===== src/rtl/conv_pkg.sv =====
// Shared definitions for the convolution sequencer: FSM state codes, width defaults
// and the accumulator width helper.
package conv_pkg;

    localparam int DATA_W_DEF = 16;
    localparam int PROD_W_DEF = 32;

    // Registered PE latency plus the accumulate stage after the last operand issue.
    localparam int DRAIN_CYCLES = 2;

    localparam logic [2:0] ST_IDLE   = 3'd0;
    localparam logic [2:0] ST_FETCH  = 3'd1;
    localparam logic [2:0] ST_DRAIN  = 3'd2;
    localparam logic [2:0] ST_OUTPUT = 3'd3;
    localparam logic [2:0] ST_DONE   = 3'd4;

    function automatic int acc_width(input int prod_w, input int taps);
        return prod_w + $clog2(taps);
    endfunction

endpackage


===== src/rtl/conv_seq_ctrl_if.sv =====
// Control, memory, PE and result-stream signals of the convolution sequencer.
// master is the sequencer side, slave is the surrounding memories/PE/consumer.
interface conv_seq_ctrl_if
    import conv_pkg::*;
#(
    parameter int DATA_W = DATA_W_DEF,
    parameter int PROD_W = PROD_W_DEF,
    parameter int ACC_W  = acc_width(PROD_W_DEF, 9),
    parameter int ADDR_W = 8
);

    logic              start;
    logic              busy;
    logic              done;
    logic              img_rd;
    logic [ADDR_W-1:0] img_addr;
    logic [DATA_W-1:0] img_data;
    logic              ker_rd;
    logic [ADDR_W-1:0] ker_addr;
    logic [DATA_W-1:0] ker_data;
    logic [DATA_W-1:0] pe_a;
    logic [DATA_W-1:0] pe_b;
    logic              pe_en;
    logic [PROD_W-1:0] pe_prod;
    logic              res_valid;
    logic              res_ready;
    logic [ACC_W-1:0]  res_data;
    logic [ADDR_W-1:0] res_idx;

    modport master (
        input  start, img_data, ker_data, pe_prod, res_ready,
        output busy, done, img_rd, img_addr, ker_rd, ker_addr,
               pe_a, pe_b, pe_en, res_valid, res_data, res_idx
    );

    modport slave (
        output start, img_data, ker_data, pe_prod, res_ready,
        input  busy, done, img_rd, img_addr, ker_rd, ker_addr,
               pe_a, pe_b, pe_en, res_valid, res_data, res_idx
    );

endinterface


===== src/rtl/conv_addr_gen.sv =====
// Output-pixel (row/col) and kernel-tap (ki/kj) counters with the image, kernel
// and result-index address arithmetic for a valid-mode convolution walk.
module conv_addr_gen
    import conv_pkg::*;
#(
    parameter int K      = 3,
    parameter int IMG_W  = 8,
    parameter int IMG_H  = 8,
    parameter int ADDR_W = 8
) (
    input  logic              clk,
    input  logic              reset,
    input  logic              clear_i,
    input  logic              step_i,
    input  logic              pixel_next_i,
    output logic [ADDR_W-1:0] img_addr_o,
    output logic [ADDR_W-1:0] ker_addr_o,
    output logic [ADDR_W-1:0] pix_idx_o,
    output logic              last_tap_o,
    output logic              last_pixel_o
);

    localparam logic [ADDR_W-1:0] ONE      = ADDR_W'(1);
    localparam logic [ADDR_W-1:0] K_LAST   = ADDR_W'(K - 1);
    localparam logic [ADDR_W-1:0] COL_LAST = ADDR_W'(IMG_W - K);
    localparam logic [ADDR_W-1:0] ROW_LAST = ADDR_W'(IMG_H - K);
    localparam logic [ADDR_W-1:0] IMG_WV   = ADDR_W'(IMG_W);
    localparam logic [ADDR_W-1:0] KV       = ADDR_W'(K);
    localparam logic [ADDR_W-1:0] OUT_WV   = ADDR_W'(IMG_W - K + 1);

    logic [ADDR_W-1:0] row_q, row_d;
    logic [ADDR_W-1:0] col_q, col_d;
    logic [ADDR_W-1:0] ki_q, ki_d;
    logic [ADDR_W-1:0] kj_q, kj_d;

    // kj is the inner tap index; both tap indices wrap to 0 after the last tap.
    always_comb begin
        row_d = row_q;
        col_d = col_q;
        ki_d  = ki_q;
        kj_d  = kj_q;
        if (step_i) begin
            if (kj_q == K_LAST) begin
                kj_d = '0;
                ki_d = (ki_q == K_LAST) ? '0 : ki_q + ONE;
            end else begin
                kj_d = kj_q + ONE;
            end
        end
        if (pixel_next_i) begin
            if (col_q == COL_LAST) begin
                col_d = '0;
                row_d = row_q + ONE;
            end else begin
                col_d = col_q + ONE;
            end
        end
    end

    always_ff @(posedge clk) begin
        if (reset || clear_i) begin
            row_q <= '0;
            col_q <= '0;
            ki_q  <= '0;
            kj_q  <= '0;
        end else begin
            row_q <= row_d;
            col_q <= col_d;
            ki_q  <= ki_d;
            kj_q  <= kj_d;
        end
    end

    assign img_addr_o   = (row_q + ki_q) * IMG_WV + (col_q + kj_q);
    assign ker_addr_o   = ki_q * KV + kj_q;
    assign pix_idx_o    = row_q * OUT_WV + col_q;
    assign last_tap_o   = (ki_q == K_LAST) && (kj_q == K_LAST);
    assign last_pixel_o = (row_q == ROW_LAST) && (col_q == COL_LAST);

endmodule


===== src/rtl/conv_seq_ctrl.sv =====
// Convolution sequencer top: FSM, PE operand pipeline, accumulator and result stream.
// Build option CONV_RELU_EN clamps negative results to zero at the result register input.
module conv_seq_ctrl
    import conv_pkg::*;
#(
    parameter int DATA_W = DATA_W_DEF,
    parameter int PROD_W = PROD_W_DEF,
    parameter int K      = 3,
    parameter int IMG_W  = 8,
    parameter int IMG_H  = 8,
    parameter int ADDR_W = 8
) (
    input  logic            clk,
    input  logic            reset,
    conv_seq_ctrl_if.master bus
);

    localparam int ACC_W = acc_width(PROD_W, K * K);
    localparam logic [1:0] DRAIN_LAST = 2'(DRAIN_CYCLES - 1);

    logic [2:0]        state_q, state_d;
    logic [1:0]        drain_q, drain_d;
    logic              pe_en_q;
    logic              prod_vld_q;
    logic [ACC_W-1:0]  acc_q, acc_d;
    logic [ACC_W-1:0]  res_data_q, res_data_d, res_in;
    logic [ADDR_W-1:0] res_idx_q, res_idx_d;

    logic              fetch, handshake, load_res;
    logic              clear, step, pixel_next;
    logic              last_tap, last_pixel;
    logic [ADDR_W-1:0] img_addr, ker_addr, pix_idx;
    logic [DATA_W-1:0] pe_a_w, pe_b_w;

    conv_addr_gen #(
        .K      (K),
        .IMG_W  (IMG_W),
        .IMG_H  (IMG_H),
        .ADDR_W (ADDR_W)
    ) u_addr_gen (
        .clk          (clk),
        .reset        (reset),
        .clear_i      (clear),
        .step_i       (step),
        .pixel_next_i (pixel_next),
        .img_addr_o   (img_addr),
        .ker_addr_o   (ker_addr),
        .pix_idx_o    (pix_idx),
        .last_tap_o   (last_tap),
        .last_pixel_o (last_pixel)
    );

    assign fetch     = (state_q == ST_FETCH);
    assign handshake = (state_q == ST_OUTPUT) && bus.res_ready;
    assign load_res  = (state_q == ST_DRAIN) && (drain_q == DRAIN_LAST);

    always_comb begin
        state_d    = state_q;
        drain_d    = drain_q;
        clear      = 1'b0;
        step       = 1'b0;
        pixel_next = 1'b0;
        case (state_q)
            ST_IDLE: begin
                if (bus.start) begin
                    clear   = 1'b1;
                    state_d = ST_FETCH;
                end
            end
            ST_FETCH: begin
                step = 1'b1;
                if (last_tap) begin
                    drain_d = '0;
                    state_d = ST_DRAIN;
                end
            end
            ST_DRAIN: begin
                drain_d = drain_q + 2'd1;
                if (drain_q == DRAIN_LAST) state_d = ST_OUTPUT;
            end
            ST_OUTPUT: begin
                if (bus.res_ready) begin
                    pixel_next = 1'b1;
                    state_d    = last_pixel ? ST_DONE : ST_FETCH;
                end
            end
            ST_DONE:  state_d = ST_IDLE;
            default:  state_d = ST_IDLE;
        endcase
    end

    // The result register samples acc_d so the final product lands in the same edge.
    always_comb begin
        acc_d = acc_q;
        if (prod_vld_q) acc_d = acc_q + ACC_W'($signed(bus.pe_prod));
        if (clear || handshake) acc_d = '0;
`ifdef CONV_RELU_EN
        res_in = acc_d[ACC_W-1] ? '0 : acc_d;
`else
        res_in = acc_d;
`endif
        res_data_d = load_res ? res_in : res_data_q;
        res_idx_d  = load_res ? pix_idx : res_idx_q;
    end

    always_ff @(posedge clk) begin
        if (reset) begin
            state_q    <= ST_IDLE;
            drain_q    <= '0;
            pe_en_q    <= 1'b0;
            prod_vld_q <= 1'b0;
            acc_q      <= '0;
            res_data_q <= '0;
            res_idx_q  <= '0;
        end else begin
            state_q    <= state_d;
            drain_q    <= drain_d;
            pe_en_q    <= fetch;
            prod_vld_q <= pe_en_q;
            acc_q      <= acc_d;
            res_data_q <= res_data_d;
            res_idx_q  <= res_idx_d;
        end
    end

    assign pe_a_w = bus.img_data;
    assign pe_b_w = bus.ker_data;

    assign bus.busy      = (state_q == ST_FETCH) || (state_q == ST_DRAIN) || (state_q == ST_OUTPUT);
    assign bus.done      = (state_q == ST_DONE);
    assign bus.img_rd    = fetch;
    assign bus.ker_rd    = fetch;
    assign bus.img_addr  = fetch ? img_addr : '0;
    assign bus.ker_addr  = fetch ? ker_addr : '0;
    assign bus.pe_a      = pe_a_w;
    assign bus.pe_b      = pe_b_w;
    assign bus.pe_en     = pe_en_q;
    assign bus.res_valid = (state_q == ST_OUTPUT);
    assign bus.res_data  = res_data_q;
    assign bus.res_idx   = res_idx_q;

endmodule

===== src/flat_wrapper.sv =====
// flat-port wrapper written by rule: the top's interface ports become plain ports
module conv_seq_ctrl_flat import conv_pkg::*;
#(
    parameter int DATA_W = DATA_W_DEF,
    parameter int PROD_W = PROD_W_DEF,
    parameter int K      = 3,
    parameter int IMG_W  = 8,
    parameter int IMG_H  = 8,
    parameter int ADDR_W = 8
)
  (clk, reset, bus_start, bus_img_data, bus_ker_data, bus_pe_prod, bus_res_ready, bus_busy, bus_done, bus_img_rd, bus_img_addr, bus_ker_rd, bus_ker_addr, bus_pe_a, bus_pe_b, bus_pe_en, bus_res_valid, bus_res_data, bus_res_idx);
  conv_seq_ctrl_if #(.DATA_W(DATA_W), .PROD_W(PROD_W), .ADDR_W(ADDR_W)) bus_i ();
  input  logic clk;
  input  logic reset;
  input wire logic [$bits(bus_i.start)-1:0] bus_start;
  input wire logic [$bits(bus_i.img_data)-1:0] bus_img_data;
  input wire logic [$bits(bus_i.ker_data)-1:0] bus_ker_data;
  input wire logic [$bits(bus_i.pe_prod)-1:0] bus_pe_prod;
  input wire logic [$bits(bus_i.res_ready)-1:0] bus_res_ready;
  output wire logic [$bits(bus_i.busy)-1:0] bus_busy;
  output wire logic [$bits(bus_i.done)-1:0] bus_done;
  output wire logic [$bits(bus_i.img_rd)-1:0] bus_img_rd;
  output wire logic [$bits(bus_i.img_addr)-1:0] bus_img_addr;
  output wire logic [$bits(bus_i.ker_rd)-1:0] bus_ker_rd;
  output wire logic [$bits(bus_i.ker_addr)-1:0] bus_ker_addr;
  output wire logic [$bits(bus_i.pe_a)-1:0] bus_pe_a;
  output wire logic [$bits(bus_i.pe_b)-1:0] bus_pe_b;
  output wire logic [$bits(bus_i.pe_en)-1:0] bus_pe_en;
  output wire logic [$bits(bus_i.res_valid)-1:0] bus_res_valid;
  output wire logic [$bits(bus_i.res_data)-1:0] bus_res_data;
  output wire logic [$bits(bus_i.res_idx)-1:0] bus_res_idx;
  assign bus_i.start = bus_start;
  assign bus_i.img_data = bus_img_data;
  assign bus_i.ker_data = bus_ker_data;
  assign bus_i.pe_prod = bus_pe_prod;
  assign bus_i.res_ready = bus_res_ready;
  assign bus_busy = bus_i.busy;
  assign bus_done = bus_i.done;
  assign bus_img_rd = bus_i.img_rd;
  assign bus_img_addr = bus_i.img_addr;
  assign bus_ker_rd = bus_i.ker_rd;
  assign bus_ker_addr = bus_i.ker_addr;
  assign bus_pe_a = bus_i.pe_a;
  assign bus_pe_b = bus_i.pe_b;
  assign bus_pe_en = bus_i.pe_en;
  assign bus_res_valid = bus_i.res_valid;
  assign bus_res_data = bus_i.res_data;
  assign bus_res_idx = bus_i.res_idx;
  conv_seq_ctrl #(.DATA_W(DATA_W), .PROD_W(PROD_W), .K(K), .IMG_W(IMG_W), .IMG_H(IMG_H), .ADDR_W(ADDR_W)) u_core (.clk(clk), .reset(reset), .bus(bus_i));
endmodule

===== config.mk =====
export PLATFORM = sky130hd
export DESIGN_NAME = conv_seq_ctrl_flat
export DESIGN_NICKNAME = d
export VERILOG_FILES = /design/src/rtl/conv_pkg.sv /design/src/rtl/conv_seq_ctrl_if.sv /design/src/rtl/conv_addr_gen.sv /design/src/rtl/conv_seq_ctrl.sv /design/src/flat_wrapper.sv
export SDC_FILE = /design/constraint.sdc
export NUM_CORES = 1
export LEC_CHECK = 0
export CORE_ASPECT_RATIO = 1.25
export CORE_UTILIZATION = 45
export DETAILED_ROUTE_END_ITERATION = 8
export GPL_ROUTABILITY_DRIVEN = 0
export GPL_TIMING_DRIVEN = 0
export HOLD_SLACK_MARGIN = 0.06
export PLACE_DENSITY_LB_ADDON = 0.25
export SLEW_MARGIN = 10
export SYNTH_ARGS = -nofsm -noshare
export SYNTH_HDL_FRONTEND = slang
export SYNTH_HIERARCHICAL = 1
export SYNTH_SLANG_ARGS = --single-unit

===== constraint.sdc =====
create_clock -name clk -period 4.3 [get_ports clk]
set_input_delay 1.075 -clock clk [delete_from_list [all_inputs] [get_ports clk]]
set_output_delay 1.075 -clock clk [all_outputs]
set_load 0.02 [all_outputs]

==> metrics.cfg <==
[status]
status=finished, final reports clean

[setup_path]
crit_path_end_kind=primary output
r2r-start=u_core/acc_q[0]
cp_slowest_cell=fa_1
startpoint_type=flip-flop
reg2regPathDepth=11
crit_chain=ha_4, inv_2, fa_1, xor2_1, fa_1, inv_1, ha_4, nand2_1, o21ai_1, xnor2_1, and2_1, buf_2
crit_fanout=4
reg2reg_slack_ns=1.00
crit_arrival_ns=3.08
r2r-end=u_core/bus.res_data[30]
critical_path.max_stage_delay_ns=0.50
critPathKind=reg2out
cp.required_ns=3.22

[sta]
final-hold-violation-count=0
max_freq_mhz=241
clock_skew_ns=0.0176
slew_headroom=0.435
worstMarginPinSlew_ns=0.846
setup-violations-final=0
min_period_ns=4.15
period_share=0.965
grt_setup_unrepaired=no
finalMaxSlewViolations=0

[pwr]
p_comb_frac=0.122
cellPowerDensity_nw_per_um2=276
p_clk_frac=0.521
p_sw_uw=754
fin_total_pwr_mw=3.13
switching_share=0.241
pwr-share-seq=0.357
p_leak_nw=4.67
internal_power_mw=2.38
ir_worst_vdd_uv=296

[grt]
grt_max_degree=17
grt_pass1_vias=8098
grt-ovfl-total=0
grt_pass1_wl_um=40700
antenna_found_initial=0
grt_use_total=0.256

[layout]
final_util=0.584
diodes=0
multiInputGateArea_um2=5830
drive_gt1_frac=0.117
regArea_um2=2400
nets=1391
n_fill_cell=1790
final_cells=1500
syn_to_final_growth_pct=27.0

[route]
ant_nets=0
drc_errors=0
wl_um=25500
vias_per_cell=5.48
avgRoutedWirePerCell_um=17.0
vias=8218
drt_iter0_drc=484
dr.pass1.iters=5

[synth]
synth-seq-cells=119
syn_inst=1066
ys_seq_area_frac=0.266
synth-edff-count=0
synth-main-ff-cell=dfxtp_1
synth-async-reset-ratio=0
syn_area_per_cell_um2=8.39
yosys_warnings=6
synth_fp_nets=1235
synth_cell_types=81
syn_area_um2=8940

[die]
core_area_um2=19500
initial_core_util=0.459
die_area_um2=20400
pin_count=166
die_h_um=160
rows=57
chipWidth_um=128

[clock_tree]
clockBufferDepth=2
cts_root_buffer=clkbuf_16
cts_tree=yes
cts_buffers=17
path_clk_slew_ns=0.06
hold_buffers=0
clk_latency_ns=0.43
cts.sinks=119
h-tree-depth=4

[worst_hold_path]
hold_path_class=reg2reg
worstHoldStart=u_core/bus.res_idx[6]
worstHoldPathCells=2
hold_path_end=u_core/bus.res_idx[6]

[run]
drv_cap=0

[placed_design]
io_buffers=133
dp.cells=1464
dp_hpwl_um=19400

[critical path, delay by kind of cell (launching register included)]
kind                       cells  cell delay [ns]
buffers and inverters          3             0.26
and+or+nand+nor                2             0.18
DFF                            1             0.39
adders and majority gates      4             1.34
AOI/OAI and AO/OA              1             0.15
xor gates and xnor gates       2             0.32
[through the flow]
stage               hold WS [ns]  instance area [µm²]  setup TNS [ns]  worst slack (ns)
CTS                        0.463                11300         -0.0853           -0.0853
global placement           0.446                10600          -0.767            -0.254
floorplan                  0.452                 8940               0             0.494
detailed placement         0.457                10600          -0.787            -0.269
finish                     0.459                11400               0             0.150
global route               0.489                11400               0           0.00193
[routing by layer]
| layer | GRT usage | vias up | wire length, µm | share of wire |
|---|---|---|---|---|
| li1 | - | 3996 | - | - |
| met1 | 0.294 | 3877 | 10200 | 0.40 |
| met2 | 0.455 | 281 | 13100 | 0.51 |
| met3 | 0.0430 | 64 | 1240 | 0.049 |
| met4 | 0.121 | 0 | 917 | 0.036 |
| met5 | 0 | - | 0 | 0 |
[cells in the final DEF, fill, tap and decap left out, drive strengths merged, types with 5 or more instances in the layout]
cell type,n
nor2,115
xor2,19
a31oi,8
bufinv,6
fa,16
nor3,25
nor4,7
and2,23
ha,85
xnor2,55
buf,64
nand4,18
o21bai,7
o21a,7
nand2b,8
clkdlybuf4s50,125
a21oi,83
nand3b,15
inv,53
dfxtp,119
a21o,25
nor2b,10
nand3,35
o21ai,44
a2111oi,6
or3,10
or2,5
mux2i,13
clkbuf,51
nand2,84
and3,16
o211ai,7
a211oi,19
[synthesized netlist by cell type, drive strengths merged, types with 30 or more instances]
cell type / number / area, µm²
a21oi: 83 / 445
buf: 58 / 455
nand3: 35 / 193
ha: 85 / 1060
xnor2: 55 / 482
inv: 52 / 195
o21ai: 44 / 243
clkbuf: 30 / 123
dfxtp: 119 / 2380
nand2: 84 / 320
nor2: 115 / 432
[power groups by stage]
stage          Clock (mW)  Sequential, mW  Combinational (mW)
6_report             1.63            1.12               0.383
5_1_grt              1.71            1.12               0.412
4_1_cts              1.65            1.12               0.381
3_5_place_dp            0            1.14               0.377
3_3_place_gp            0            1.14               0.374
2_1_floorplan           0            1.14               0.241
[registers in the layout, indices dropped and copies added, names as in the netlist]
name / flops
u_core/acc_q: 36
u_core/bus.res_data: 36
u_core/bus.res_idx: 8
u_core/u_addr_gen/col_q: 8
u_core/u_addr_gen/ki_q: 8
u_core/u_addr_gen/kj_q: 8
u_core/u_addr_gen/row_q: 8
u_core/state_q: 3
u_core/drain_q: 2
u_core/bus.pe_en: 1
u_core/prod_vld_q: 1
[cell families after synthesis]
family / synth area share
compound gates: 0.188
xor+xnor: 0.0725
fa+ha+maj: 0.155
buf+inv: 0.0865
flops: 0.266
mux: 0.0196
simple gates: 0.212
[what timing repair did]
action / in CTS / in global routing
setup endpoints to repair: 7 / 6
pin swaps: 0 / 6
buffers inserted: 2 / 2
gates resized for setup: 23 / 15
[worst max path at each step]
stage,startpoint,endpoint,cells past startpoint
after floorplan,u_core/u_addr_gen/ki_q[0],bus_img_addr[7],12
after global placement,u_core/u_addr_gen/ki_q[0],bus_img_addr[7],13
after detailed placement,u_core/u_addr_gen/ki_q[0],bus_img_addr[7],13
after CTS,u_core/u_addr_gen/row_q[0],bus_img_addr[7],13
after global routing,u_core/u_addr_gen/ki_q[1],bus_img_addr[7],12
final,u_core/u_addr_gen/row_q[0],bus_img_addr[7],12
[layout make-up]
class,count,share of cell area
clock inverter,12,0.0196
clock buffer,20,0.0393
buffer,88,0.0509
multi-input combinational,807,0.513
tap,265,0.0292
sequential,119,0.211
inverter,52,0.0172
timing repair buffer,137,0.119
Note: power is estimated with default switching activity, not from simulation.
